==> src/rtl/blink_pkg.sv <==
// ---------------------------------------------------------------------------
// blink_pkg
// Shared definitions for the blink meter and the blink generator.
//   blink_state_t : segment-tracking FSM states (IDLE / HIGH / LOW)
//   ticks_per_ms  : clock cycles per millisecond, never less than 1
//   ms_to_ticks   : converts a millisecond count into clock cycles
// ---------------------------------------------------------------------------
package blink_pkg;

  typedef enum logic [1:0] {
    ST_IDLE = 2'd0,
    ST_HIGH = 2'd1,
    ST_LOW  = 2'd2
  } blink_state_t;

  // Clocks slower than 1 kHz still get one tick per millisecond so the
  // prescaler never degenerates to a zero-length count.
  function automatic int ticks_per_ms(input int f_clk_hz);
    return ((f_clk_hz / 1000) < 1) ? 1 : (f_clk_hz / 1000);
  endfunction

  function automatic int ms_to_ticks(input int f_clk_hz, input int ms);
    return ticks_per_ms(f_clk_hz) * ms;
  endfunction

endpackage

==> src/rtl/blink_meter_sig_sync.sv <==
// ---------------------------------------------------------------------------
// sig_sync
// Brings the asynchronous blink input into the clk domain and flags edges.
//   clk    : system clock, rising edge
//   rst_n  : asynchronous active-low clear of all three flops
//   sig_in : raw pin, asynchronous to clk
//   s      : synchronized level (second synchronizer flop)
//   rise   : s is 1 and was 0 on the previous cycle
//   fall   : s is 0 and was 1 on the previous cycle
// A pin change reaches rise/fall after two clocks and is acted on by the
// consumer at the third clock edge.
// ---------------------------------------------------------------------------
module sig_sync (
  input  logic clk,
  input  logic rst_n,
  input  logic sig_in,
  output logic s,
  output logic rise,
  output logic fall
);

  logic r_meta;
  logic r_sync;
  logic r_prev;

  always_ff @(posedge clk or negedge rst_n) begin
    if (!rst_n) begin
      r_meta <= 1'b0;
      r_sync <= 1'b0;
      r_prev <= 1'b0;
    end else begin
      r_meta <= sig_in;
      r_sync <= r_meta;
      r_prev <= r_sync;
    end
  end

  assign s    = r_sync;
  assign rise = r_sync & ~r_prev;
  assign fall = ~r_sync & r_prev;

endmodule

==> src/rtl/blink_meter.sv <==
// ---------------------------------------------------------------------------
// blink_meter
// Measures the high and low segment lengths of a slow blink waveform in
// milliseconds and flags an input that has stopped toggling.
//   clk         : system clock, rising edge
//   rst_n       : asynchronous active-low reset (release synchronized outside)
//   sig_in      : blink waveform, asynchronous to clk
//   on_ms       : last complete high-segment length, ms
//   off_ms      : last complete low-segment length, ms
//   period_ms   : on_ms + off_ms, one bit wider so it never saturates
//   meas_valid  : one-cycle pulse when a new on/off pair is published
//   stuck       : current segment has lasted at least TIMEOUT_MS
//   stuck_level : synchronized level while stuck, 0 otherwise
//   dbg_state   : current FSM state (blink_state_t encoding)
//
// Handshake: meas_valid is a pure strobe with no ready; on_ms, off_ms and
// period_ms change only in the cycle meas_valid is high and hold otherwise,
// so a consumer may sample them on the strobe or any time afterwards.
//
// A segment of N cycles (edge detection to edge detection) reports
// floor(N / TICKS_PER_MS) ms. The counters restart on the detection cycle,
// so the value latched at the next edge is the counter value including the
// detection cycle itself (w_ms_next).
// ---------------------------------------------------------------------------
module blink_meter
  import blink_pkg::*;
#(
  parameter int F_CLK_HZ   = 25_000_000,
  parameter int MS_W       = 16,
  parameter int TIMEOUT_MS = 2000
) (
  input  logic            clk,
  input  logic            rst_n,
  input  logic            sig_in,
  output logic [MS_W-1:0] on_ms,
  output logic [MS_W-1:0] off_ms,
  output logic [MS_W:0]   period_ms,
  output logic            meas_valid,
  output logic            stuck,
  output logic            stuck_level,
  output logic [1:0]      dbg_state
);

  localparam int TICKS_PER_MS = ticks_per_ms(F_CLK_HZ);
  localparam int PRE_W        = (TICKS_PER_MS > 1) ? $clog2(TICKS_PER_MS) : 1;
  localparam logic [PRE_W-1:0] PRE_LAST = PRE_W'(TICKS_PER_MS - 1);
  localparam logic [MS_W-1:0]  MS_MAX   = '1;

  // A timeout beyond the saturated counter range can never be reached;
  // the comparison is then constant-false rather than truncated.
  localparam int  MS_MAX_INT        = (2 ** MS_W) - 1;
  localparam bit  TIMEOUT_REACHABLE = (TIMEOUT_MS <= MS_MAX_INT);
  localparam logic [MS_W-1:0] TIMEOUT_VAL =
    TIMEOUT_REACHABLE ? MS_W'(TIMEOUT_MS) : MS_MAX;

  // Synchronizer / edge detector
  logic w_s;
  logic w_rise;
  logic w_fall;
  logic w_edge;

  sig_sync u_sig_sync (
    .clk    (clk),
    .rst_n  (rst_n),
    .sig_in (sig_in),
    .s      (w_s),
    .rise   (w_rise),
    .fall   (w_fall)
  );

  assign w_edge = w_rise | w_fall;

  // Segment timing: prescaler wraps every TICKS_PER_MS cycles and bumps the
  // ms counter, which sticks at its maximum instead of wrapping.
  logic [PRE_W-1:0] r_pre;
  logic [MS_W-1:0]  r_ms;
  logic             w_tick;
  logic [PRE_W-1:0] w_pre_next;
  logic [MS_W-1:0]  w_ms_next;
  logic             w_timeout;

  assign w_tick     = (r_pre == PRE_LAST);
  assign w_pre_next = w_tick ? '0 : (r_pre + PRE_W'(1));
  assign w_ms_next  = (w_tick && (r_ms != MS_MAX)) ? (r_ms + MS_W'(1)) : r_ms;
  assign w_timeout  = TIMEOUT_REACHABLE && (w_ms_next >= TIMEOUT_VAL);

  always_ff @(posedge clk or negedge rst_n) begin
    if (!rst_n) begin
      r_pre <= '0;
      r_ms  <= '0;
    end else if (w_edge) begin
      r_pre <= '0;
      r_ms  <= '0;
    end else begin
      r_pre <= w_pre_next;
      r_ms  <= w_ms_next;
    end
  end

  // Segment FSM with registered results
  blink_state_t    r_state;
  logic [MS_W-1:0] r_pend_on;
  logic [MS_W-1:0] r_on;
  logic [MS_W-1:0] r_off;
  logic [MS_W:0]   r_period;
  logic            r_meas_valid;
  logic            r_stuck;
  logic            r_stuck_level;

  always_ff @(posedge clk or negedge rst_n) begin
    if (!rst_n) begin
      r_state       <= ST_IDLE;
      r_pend_on     <= '0;
      r_on          <= '0;
      r_off         <= '0;
      r_period      <= '0;
      r_meas_valid  <= 1'b0;
      r_stuck       <= 1'b0;
      r_stuck_level <= 1'b0;
    end else begin
      r_meas_valid <= 1'b0;
      if (w_edge) begin
        // An edge always ends a stuck condition; the FSM is already in IDLE
        // then, so the edge is handled as an IDLE edge below. An edge also
        // wins over a timeout landing on the same cycle.
        r_stuck       <= 1'b0;
        r_stuck_level <= 1'b0;
        case (r_state)
          ST_IDLE: begin
            // Falling edges here only end a partial segment; discard it.
            if (w_rise) begin
              r_state <= ST_HIGH;
            end
          end
          ST_HIGH: begin
            if (w_fall) begin
              r_pend_on <= w_ms_next;
              r_state   <= ST_LOW;
            end
          end
          ST_LOW: begin
            if (w_rise) begin
              r_on         <= r_pend_on;
              r_off        <= w_ms_next;
              r_period     <= {1'b0, r_pend_on} + {1'b0, w_ms_next};
              r_meas_valid <= 1'b1;
              r_state      <= ST_HIGH;
            end
          end
          default: begin
            r_state <= ST_IDLE;
          end
        endcase
      end else if (w_timeout) begin
        // Input stopped toggling: abandon the period in progress but keep
        // the last published measurement.
        r_stuck       <= 1'b1;
        r_stuck_level <= w_s;
        r_state       <= ST_IDLE;
      end
    end
  end

  assign on_ms       = r_on;
  assign off_ms      = r_off;
  assign period_ms   = r_period;
  assign meas_valid  = r_meas_valid;
  assign stuck       = r_stuck;
  assign stuck_level = r_stuck_level;
  assign dbg_state   = r_state;

endmodule
==> config.mk <==
export PLATFORM = sky130hd
export DESIGN_NAME = blink_meter
export DESIGN_NICKNAME = d
export VERILOG_FILES = /design/src/rtl/blink_pkg.sv /design/src/rtl/blink_meter_sig_sync.sv /design/src/rtl/blink_meter.sv
export SDC_FILE = /design/constraint.sdc
export NUM_CORES = 1
export LEC_CHECK = 0
export CAP_MARGIN = 30
export CORE_MARGIN = 2
export CORE_UTILIZATION = 42
export CTS_CLUSTER_SIZE = 28
export DETAILED_ROUTE_END_ITERATION = 12
export GPL_TIMING_DRIVEN = 0
export RECOVER_POWER = 25
export SYNTH_ARGS = -nofsm -noshare
export SYNTH_HDL_FRONTEND = slang
export SYNTH_HIERARCHICAL = 1
export SYNTH_SLANG_ARGS = --single-unit
==> constraint.sdc <==
create_clock -name clk -period 9.37 [get_ports clk]
set_clock_uncertainty 0.15 [all_clocks]
set_input_delay 1.874 -clock clk [delete_from_list [all_inputs] [get_ports clk]]
set_output_delay 1.874 -clock clk [all_outputs]
set_load 0.02 [all_outputs]
==> results of run 1 <==
logic make-up (layout without fill, tap and decap cells):
kind of cell / Yosys count / count (layout) / synth area share (%)
compound gates: 100 / 100 / 12.1
fa+ha+maj: 19 / 19 / 4.63
buf+inv: 41 / 112 / 3.11
mux: 5 / 5 / 0.979
xor+xnor: 40 / 40 / 7.33
simple gates: 239 / 239 / 22.2
flops: 104 / 104 / 49.7
power breakdown:
| group | switching, mW | internal (mW) |
|---|---|---|
| sequential | 0.00487 | 0.453 |
| combinational | 0.0280 | 0.0104 |
| clock | 0.155 | 0.199 |
| total | 0.188 | 0.663 |
path summary, 6_finish.rpt:
kind | slack (ns) | to | startpoint | depth (start not counted)
max in group asynchronous | 5.74 | off_ms[7]$_DFFE_PN0P_ | rst_n | 1
min in group asynchronous | 2.03 | on_ms[5]$_DFFE_PN0P_ | rst_n | 1
worst max register to register | 3.92 | period_ms[15]$_DFFE_PN0P_ | r_pre[10]$_DFF_PN0_ | 17
worst min-delay path | 0.20 | u_sig_sync/s$_DFF_PN0_ | u_sig_sync/r_meta$_DFF_PN0_ | 0
worst min register to register | 0.20 | u_sig_sync/s$_DFF_PN0_ | u_sig_sync/r_meta$_DFF_PN0_ | 0
worst max-delay path | 3.92 | period_ms[15]$_DFFE_PN0P_ | r_pre[10]$_DFF_PN0_ | 17
registers in the layout, indices dropped and copies added (netlist names):
register           flops
dbg_state              2
on_ms                 16
off_ms                16
u_sig_sync/r_prev      1
r_pend_on             16
stuck                  1
r_pre                 15
stuck_level            1
u_sig_sync/r_meta      1
u_sig_sync/s           1
meas_valid             1
period_ms             17
r_ms                  16
worst max-delay path, stage by stage, from the launching register on:
cell      delay, ns
dfrtp_1        0.43
or4_1          0.55
or4_1          0.54
clkbuf_1       0.32
nor2_1         0.37
nand2_1        0.11
xor2_1         0.38
inv_1          0.09
ha_1           0.37
and3_1         0.17
a221o_1        0.36
a211o_1        0.29
nor3b_1        0.36
o311ai_4       0.15
nand4_2        0.17
a21oi_1        0.10
or3_1          0.39
nand3_1        0.08
layout make-up:
| cell class | instances | area [µm²] | area share (%) |
|---|---|---|---|
| multi-input cells | 403 | 2470 | 39.3 |
| clock buffers | 14 | 274 | 4.35 |
| plain buffers | 19 | 72.6 | 1.15 |
| repair buffers | 57 | 582 | 9.24 |
| inverters | 22 | 82.6 | 1.31 |
| well taps | 168 | 210 | 3.34 |
| flip-flops and latches | 104 | 2600 | 41.3 |
cells in the final DEF, fill, tap and decap left out, types with 6 or more instances in the layout:
cell type,instances
xor2_1,20
and3_1,7
nand3_1,11
clkdlybuf4s50_1,54
nand4_1,11
nand2_1,124
clkbuf_1,20
inv_1,21
o21ai_0,53
ha_1,16
xnor2_1,17
a21oi_1,10
nor2_1,44
dfrtp_1,104
clkbuf_16,9
a21o_1,6
per-stage QoR:
step	hold slack, ns	worst slack, ns	instance area [µm²]	util, %	total power, mW
2_1_floorplan	0.181	4.70	5240	-	0.484
3_3_place_gp	0.192	2.39	6010	49.6	0.505
3_5_place_dp	0.192	4.17	6030	49.8	0.507
4_1_cts	0.207	4.14	6310	52.1	0.862
5_1_grt	0.214	3.65	6300	52.0	0.884
6_report	0.204	3.92	6300	52.0	0.851
metal layers:
layer | share of wire [%] | track usage (%) | up-vias
met5 | 0 | 0 | -
met4 | 1.7 | 6.90 | 0
met3 | 3.1 | 3.03 | 13
met2 | 48 | 31.2 | 66
met1 | 48 | 25.8 | 1946
li1 | - | - | 1995
==> metrics, run 1 <==
global-route wire length before repair 19,800 µm; All-Layer GR Usage 19.0%; Final nets 636; GPL Wtd Cong 0.836; Leak Pwr 3.00 nW; Setup Viol. Count Final 0; synth top area cells dfrtp_1 50%, nand2_1 8.9%, o21ai_0 5.1%; Rel. slew slack -49.8%; Clock Path Buffers 2; port bufs 56; sequential-to-total area share from yosys stat 49.7%; Required @ worst endpoint 9.50 ns; drt pass-1 iters 4; vias in the first global route 3,946; Max Freq ~180 MHz; # hold bufs at CTS 0; Synth top cells by count 124 x nand2_1, 104 x dfrtp_1, 53 x o21ai_0; crit path capture type register; CTS buffer count 9; Layout fillers 1,158; Top FF cell, synth dfrtp_1; root buffer cell clkbuf_16; Max IR drop VDD 0.0000745 V; Overflow after GRT 0; crit-path max FO 10; Cell Rows 40; WL final 11,900 µm; most numerous cell in the Yosys netlist nand2_1; Synth Warn # 6; initial antenna violation count 0; CP Class register to register; Post-synth EDFFs 0; post_cts resized 0; H-tree depth 3; share of cells above drive strength 1 6.46%; setup total negative slack 0 ns; violated checks capacitance limit, slew limit; area share of the largest cell type after synthesis 49.7%; Max Slew Vio Count 41; Worst-Skew Late Latency 0.35 ns; Async S/R FF share, synth 100%; hpwl dp 9040 µm; Synth-to-Final Area Change 20.2%; largest net degree at the start of global routing 65; DP Cell Count 773; outcome finished with violations; routed vias/inst 5.11; Final Hold Vio Count 0; cell taking the most area after synthesis dfrtp_1; CP Launch Type register; 1st-iter DRT viols 234; Finished Layout Cells 787; Distinct cells, synth 64; boundary pin count 57; WL/cell 15.1 µm; Mapped Area 5240 µm²; Die X ~120 µm; Syn Nets 568; TritonCTS clock tree done; starting density of the core 43.2%; Via Count 4,020; Syn Inst Count 548; # clock sinks 104; fin crit period about 5.5 ns; Setup Fix Bufs, Post-CTS 0; max cap viols 1; core area 12,100 µm²; slew of the pin with the lowest slew margin 2.25 ns; Clk pin slew, worst setup/hold paths 0.06 ns; Final period util about 58%; Die ar. 13,400 µm²; Hold Crit Class register to register; antenna viol nets, final 0; Pwr Density 135 nW/µm²; Yosys reg bits approximately 100; syn avg cell area 9.56 µm²; Die Y between 100 and 150 µm; Remaining DRCs 0; antenna cells 0; CP Data Arrival Time around 5.6 ns; RSZ-0062 raised after global routing false
(Power assumes the default switching activity.)
==> inputs of run 2 (changes only) <==
Clock period 9.37 ns to 5.31 ns, I/O delays scaled along.
==> metrics, run 2 (synthesis results as in run 1) <==
Setup Viol. Count Final 0; 1st-iter DRT viols 227; total stage count of the critical path 16; Synth-to-Final Area Change 20.4%; H-tree depth 3; Final Cell Area between 6000 and 7000 µm²; CTS buffer count 9; outcome finished with violations; CP Launch Type register; Overflow after GRT 0; leading cell types in the layout, fill and taps excluded 124 x nand2_1, 104 x dfrtp_1, 54 x clkdlybuf4s50_1; Clock Path Buffers 2; port bufs 56; Finished Layout Cells 787; DP Cell Count roughly 770; Reg area 2600 µm²; share of cells above drive strength 1 between 7 and 8%; CP Buf/Inv Count 2; Layout fillers 1,161; crit path capture type register; CP Class register to register; Max Freq 199 MHz; starting density of the core between 40% and 50%; Max IR drop VDD 0.000130 V; crit path from r_pre[10]$_DFF_PN0_; global-route wire length before repair 19,800 µm; WL/cell 15.2 µm; Final nets 636; slew of the pin with the lowest slew margin 2.11 ns; Remaining DRCs 0; vias in the first global route 3,946; antenna viol nets, final 0; hpwl dp between 9000 and 10,000 µm; largest net degree at the start of global routing 65; max reg flops 17; Die ar. approximately 13,000 µm²; Worst-Skew Late Latency approximately 0.34 ns; Die X 116 µm; root buffer cell clkbuf_16; RSZ-0062 raised after global routing true; worst flop-to-flop path endpoint period_ms[15]$_DFFE_PN0P_; boundary pin count 57; drt pass-1 iters 4; R2R Setup Slk 0.28 ns; Finished Core Util ~52%; Required @ worst endpoint 5.44 ns; TritonCTS clock tree done; CP max-delay cell or4_1; antenna cells 0; WL final 12,000 µm; pre-CTS setup slack about 0.11 ns; # clock sinks ~100; violated checks capacitance limit, slew limit; Pwr Density roughly 240 nW/µm²; fin crit period 5.03 ns; routed vias/inst between 5 and 6; reg-to-reg startpoint r_pre[10]$_DFF_PN0_; r2r worst-path depth 16; Rel. slew slack -40.8%; max cap viols 2; most frequent CP cell or4_1; Final Hold Vio Count 0; worst setup margin 0.283 ns; crit-path max FO 10; placed cell areas 6030 µm²; # hold bufs at CTS 0; Cell Rows 40; Hold Crit Class register to register; core area about 12,000 µm²; crit path to period_ms[15]$_DFFE_PN0P_; area occupied by multi-input gates 2500 µm²; All-Layer GR Usage 19.0%; Die Y roughly 120 µm; Max Slew Vio Count 107; Via Count between 4,000 and 5,000; CP Data Arrival Time 5.16 ns; Leak Pwr 3.01 nW; CP delay by family, top simple AND/OR/NAND/NOR gates; most common library cell in the layout ignoring fill and taps nand2_1; Final period util 94.7%; CP cell instances or4_1, or4_1, buf_6, nor2_2, nand2_1, xor2_2, inv_1, ha_1, and3_1, a221o_1, o311ai_0, o311ai_4, nand4_2, a21oi_1, or3_1, nand3_1; initial antenna violation count 0; GPL Wtd Cong 0.836; slowest stage delay, CP 0.56 ns; Clk pin slew, worst setup/hold paths approximately 0.060 ns
## run 2: timing repair
| item | 4_1_cts | 5_1_grt |
|---|---|---|
| setup buffers | 0 | 0 |
| gates resized for setup | 0 | 5 |
| endpoints found under the setup margin | 0 | 5 |
| endpoints found under the hold margin | 0 | 0 |
## run 2: report_power, final
part	internal (mW)	switching (mW)
Clock	0.352	0.271
Combinational	0.0162	0.0489
Sequential	0.800	0.00856
## run 2: worst min path at each step
stage                                            from  depth (start not counted)                endpoint
after floorplan           u_sig_sync/r_meta$_DFF_PN0_                          0  u_sig_sync/s$_DFF_PN0_
after global placement    u_sig_sync/r_meta$_DFF_PN0_                          0  u_sig_sync/s$_DFF_PN0_
after detailed placement  u_sig_sync/r_meta$_DFF_PN0_                          0  u_sig_sync/s$_DFF_PN0_
after CTS                 u_sig_sync/r_meta$_DFF_PN0_                          0  u_sig_sync/s$_DFF_PN0_
after global routing      u_sig_sync/r_meta$_DFF_PN0_                          0  u_sig_sync/s$_DFF_PN0_
final                     u_sig_sync/r_meta$_DFF_PN0_                          0  u_sig_sync/s$_DFF_PN0_
## run 2: through the flow
stage                     hold slack, ns  TNS (ns)  total power, mW
final                              0.204         0             1.50
after global routing               0.214   -0.0175             1.56
after CTS                          0.207         0             1.52
after detailed placement           0.192         0            0.894
after global placement             0.192    -87.92            0.890
after floorplan                    0.181         0            0.853
## run 2: area by class of cell
cell class,instances,share of cell area [%]
Sequential cell,104,41.3
Inverter,22,1.31
Multi-Input combinational cell,403,39.6
Clock buffer,14,4.34
Timing Repair Buffer,57,8.87
Tap cell,168,3.33
Buffer,19,1.27
## run 2: per-layer routing
layer	track usage, %	up-vias	share of wire [%]
li1	-	1993	-
met1	25.8	1947	47
met2	31.2	68	48
met3	3.03	13	3.6
met4	6.90	0	1.7
met5	0	-	0
==> inputs of run 3 (changes only) <==
Settings changed: SYNTH_HIERARCHICAL 1 to not set, TNS_END_PERCENT set to 100.
Clock period 5.31 ns to 4.32 ns, I/O delays scaled along.
==> metrics, run 3 <==
reg-to-reg startpoint r_pre[9]$_DFF_PN0_; Setup Viol. Count Final 6; Remaining DRCs 0; setup total negative slack -0.564 ns; Syn Inst Count 530; Rel. slew slack -88.8%; slew of the pin with the lowest slew margin 2.83 ns; most common library cell in the layout ignoring fill and taps dfrtp_1; Final Cell Area 6650 µm²; pre-CTS setup slack -0.499 ns; area share of the largest cell type after synthesis approximately 51%; CP max-delay cell or4bb_4; share of cells above drive strength 1 16.0%; WL/cell 16.4 µm; Hold Crit Class register to register; CP Buf/Inv Count 2; antenna viol nets, final 0; Die ar. 13,100 µm²; violated checks capacitance limit, slew limit, setup timing; worst setup margin -0.164 ns; largest net degree at the start of global routing 54; max cap viols 1; Top FF cell, synth dfrtp_1; antenna cells 0; Max Slew Vio Count 53; Required @ worst endpoint 4.38 ns; Syn Nets 553; CP Class register to register; CP Launch Type register; core area between 10,000 and 15,000 µm²; Worst-Skew Late Latency 0.35 ns; Pwr Density 438 nW/µm²; cell taking the most area after synthesis dfrtp_1; Synth Warn # 0; leading cell types in the layout, fill and taps excluded 102 x dfrtp_1, 95 x nand2_1, 54 x clkdlybuf4s50_1; synth top area cells dfrtp_1 51%, nand2_1 7.0%, ha_1 4.6%; Synth top cells by count 104 x dfrtp_1, 96 x nand2_1, 45 x nor2_1; CTS buffer count 9; crit path capture type register; syn avg cell area 9.66 µm²; CP Data Arrival Time about 4.6 ns; Distinct cells, synth 54; Yosys reg bits roughly 100; hold path start u_sig_sync.r_meta$_DFF_PN0_; sequential-to-total area share from yosys stat 50.8%; crit path from r_pre[9]$_DFF_PN0_; Max Freq between 200 and 250 MHz; Max IR drop VDD 0.000224 V; Leak Pwr 3.04 nW; All-Layer GR Usage around a fifth; Via Count 4,070; Clock Path Buffers 2; port bufs 56; Hold Path Sink u_sig_sync.s$_DFF_PN0_; 1st-iter DRT viols between 200 and 250; starting density of the core 42.8%; global-route wire length before repair roughly 21,000 µm; Mapped Area roughly 5100 µm²; fin crit period 4.48 ns; Final nets 656; initial antenna violation count 0; max reg flops 17; r2r worst-path depth 18; Clk pin slew, worst setup/hold paths 0.07 ns; boundary pin count 57; slowest stage delay, CP 0.56 ns; vias in the first global route 3,975; routed vias/inst slightly above 5; most numerous cell in the Yosys netlist dfrtp_1; Post-synth EDFFs 0; placed cell areas 5920 µm²; Die X approximately 110 µm; TritonCTS clock tree done; Final period util 104%; worst flop-to-flop path endpoint period_ms[14]$_DFFE_PN0P_; # hold bufs at CTS 0; drt pass-1 iters 4; Overflow after GRT 0; H-tree depth 3; Cell Rows 40; crit-path max FO 4; # clock sinks about 100; CP delay by family, top simple AND/OR/NAND/NOR gates; root buffer cell clkbuf_16; GPL Wtd Cong 0.804; RSZ-0062 raised after global routing true; Synth-to-Final Area Change 29.8%; Hold Path Depth 0; WL final between 10,000 and 15,000 µm; outcome finished with violations; Die Y 114 µm; R2R Setup Slk -0.16 ns; Final Hold Vio Count 0; hpwl dp 8700 µm; CP cell instances or4bb_4, nor4_4, nor2b_4, buf_4, nand2_2, xor2_4, inv_2, ha_4, a21o_1, a21oi_2, nand2b_1, a31o_1, a211oi_2, o2111a_2, or3_4, a31oi_4, xor2_1, o21ai_1; Async S/R FF share, synth 100%
==> run 3: cell types whose count changed after synthesis, sizes merged, moves of 4 or more <==
cell | previous run | this run
a21oi | 12 | 23
nand2 | 124 | 96
nand3 | 12 | 16
nand4 | 12 | 7
nor2b | 2 | 17
o21ai | 57 | 38
xnor2 | 20 | 27
xor2 | 20 | 14
==> run 3: report_power, final <==
part | internal [mW] | total, mW | switching, mW
sequential | 1.15 | 1.30 | 0.155
clock | 0.465 | 0.835 | 0.370
combinational | 0.355 | 0.776 | 0.422
total | 1.97 | 2.91 | 0.947
==> run 3: what timing repair did <==
item                       CTS  global route
pin swaps                   19            13
buffers inserted            22            13
setup endpoints to repair    8             9
gates resized for setup     20            19
cloned                       0             0
hold endpoints to repair     0             0
==> run 3: kinds of logic (layout without fill, tap and decap cells) <==
| kind of cell | after synthesis | after routing | share of synthesized area (%) |
|---|---|---|---|
| flops | 104 | 104 | 50.8 |
| mux | 2 | 2 | 0.415 |
| buf+inv | 43 | 151 | 3.20 |
| compound gates | 93 | 93 | 11.7 |
| fa+ha+maj | 22 | 22 | 5.45 |
| xor+xnor | 41 | 41 | 7.01 |
| simple gates | 225 | 225 | 21.5 |
==> run 3: through the flow <==
step | utilization, % | power, mW | hold WS (ns) | cells
final | 55.6 | 2.91 | 0.204 | 785
after global routing | 55.6 | 3.07 | 0.224 | 785
after CTS | 54.3 | 2.91 | 0.206 | 772
after detailed placement | 49.5 | 2.06 | 0.191 | 734
after global placement | 49.3 | 2.04 | 0.186 | 733
after floorplan | - | 1.74 | 0.181 | 530
==> run 3: worst max-delay path by stage <==
stage / to / slack (ns) / depth (start not counted)
2_1_floorplan: period_ms[14]$_DFFE_PN0P_ / 0.03 / 16
3_3_place_gp: r_ms[12]$_DFF_PN0_ / -1.76 / 1
3_5_place_dp: period_ms[15]$_DFFE_PN0P_ / -0.50 / 16
4_1_cts: period_ms[14]$_DFFE_PN0P_ / -0.09 / 17
5_1_grt: period_ms[14]$_DFFE_PN0P_ / -0.30 / 17
6_report: period_ms[14]$_DFFE_PN0P_ / -0.16 / 18
==> run 3: area by class of cell <==
class                   instances  area [µm²]
plain buffers                  19        73.8
flip-flops and latches        104        2610
clock inverters                 5        56.3
clock buffers                  11         243
multi-input cells             383        2570
inverters                      24        90.1
fillers                      1079        5310
well taps                     147         184
repair buffers                 92         825
==> run 3: routing by layer <==
metal,vias up,global-route usage [%],part of all wire [%]
li1,1993,-,-
met1,1980,29.4,48
met2,76,31.6,46
met3,21,2.81,3.3
met4,0,9.11,2.6
met5,-,0,0
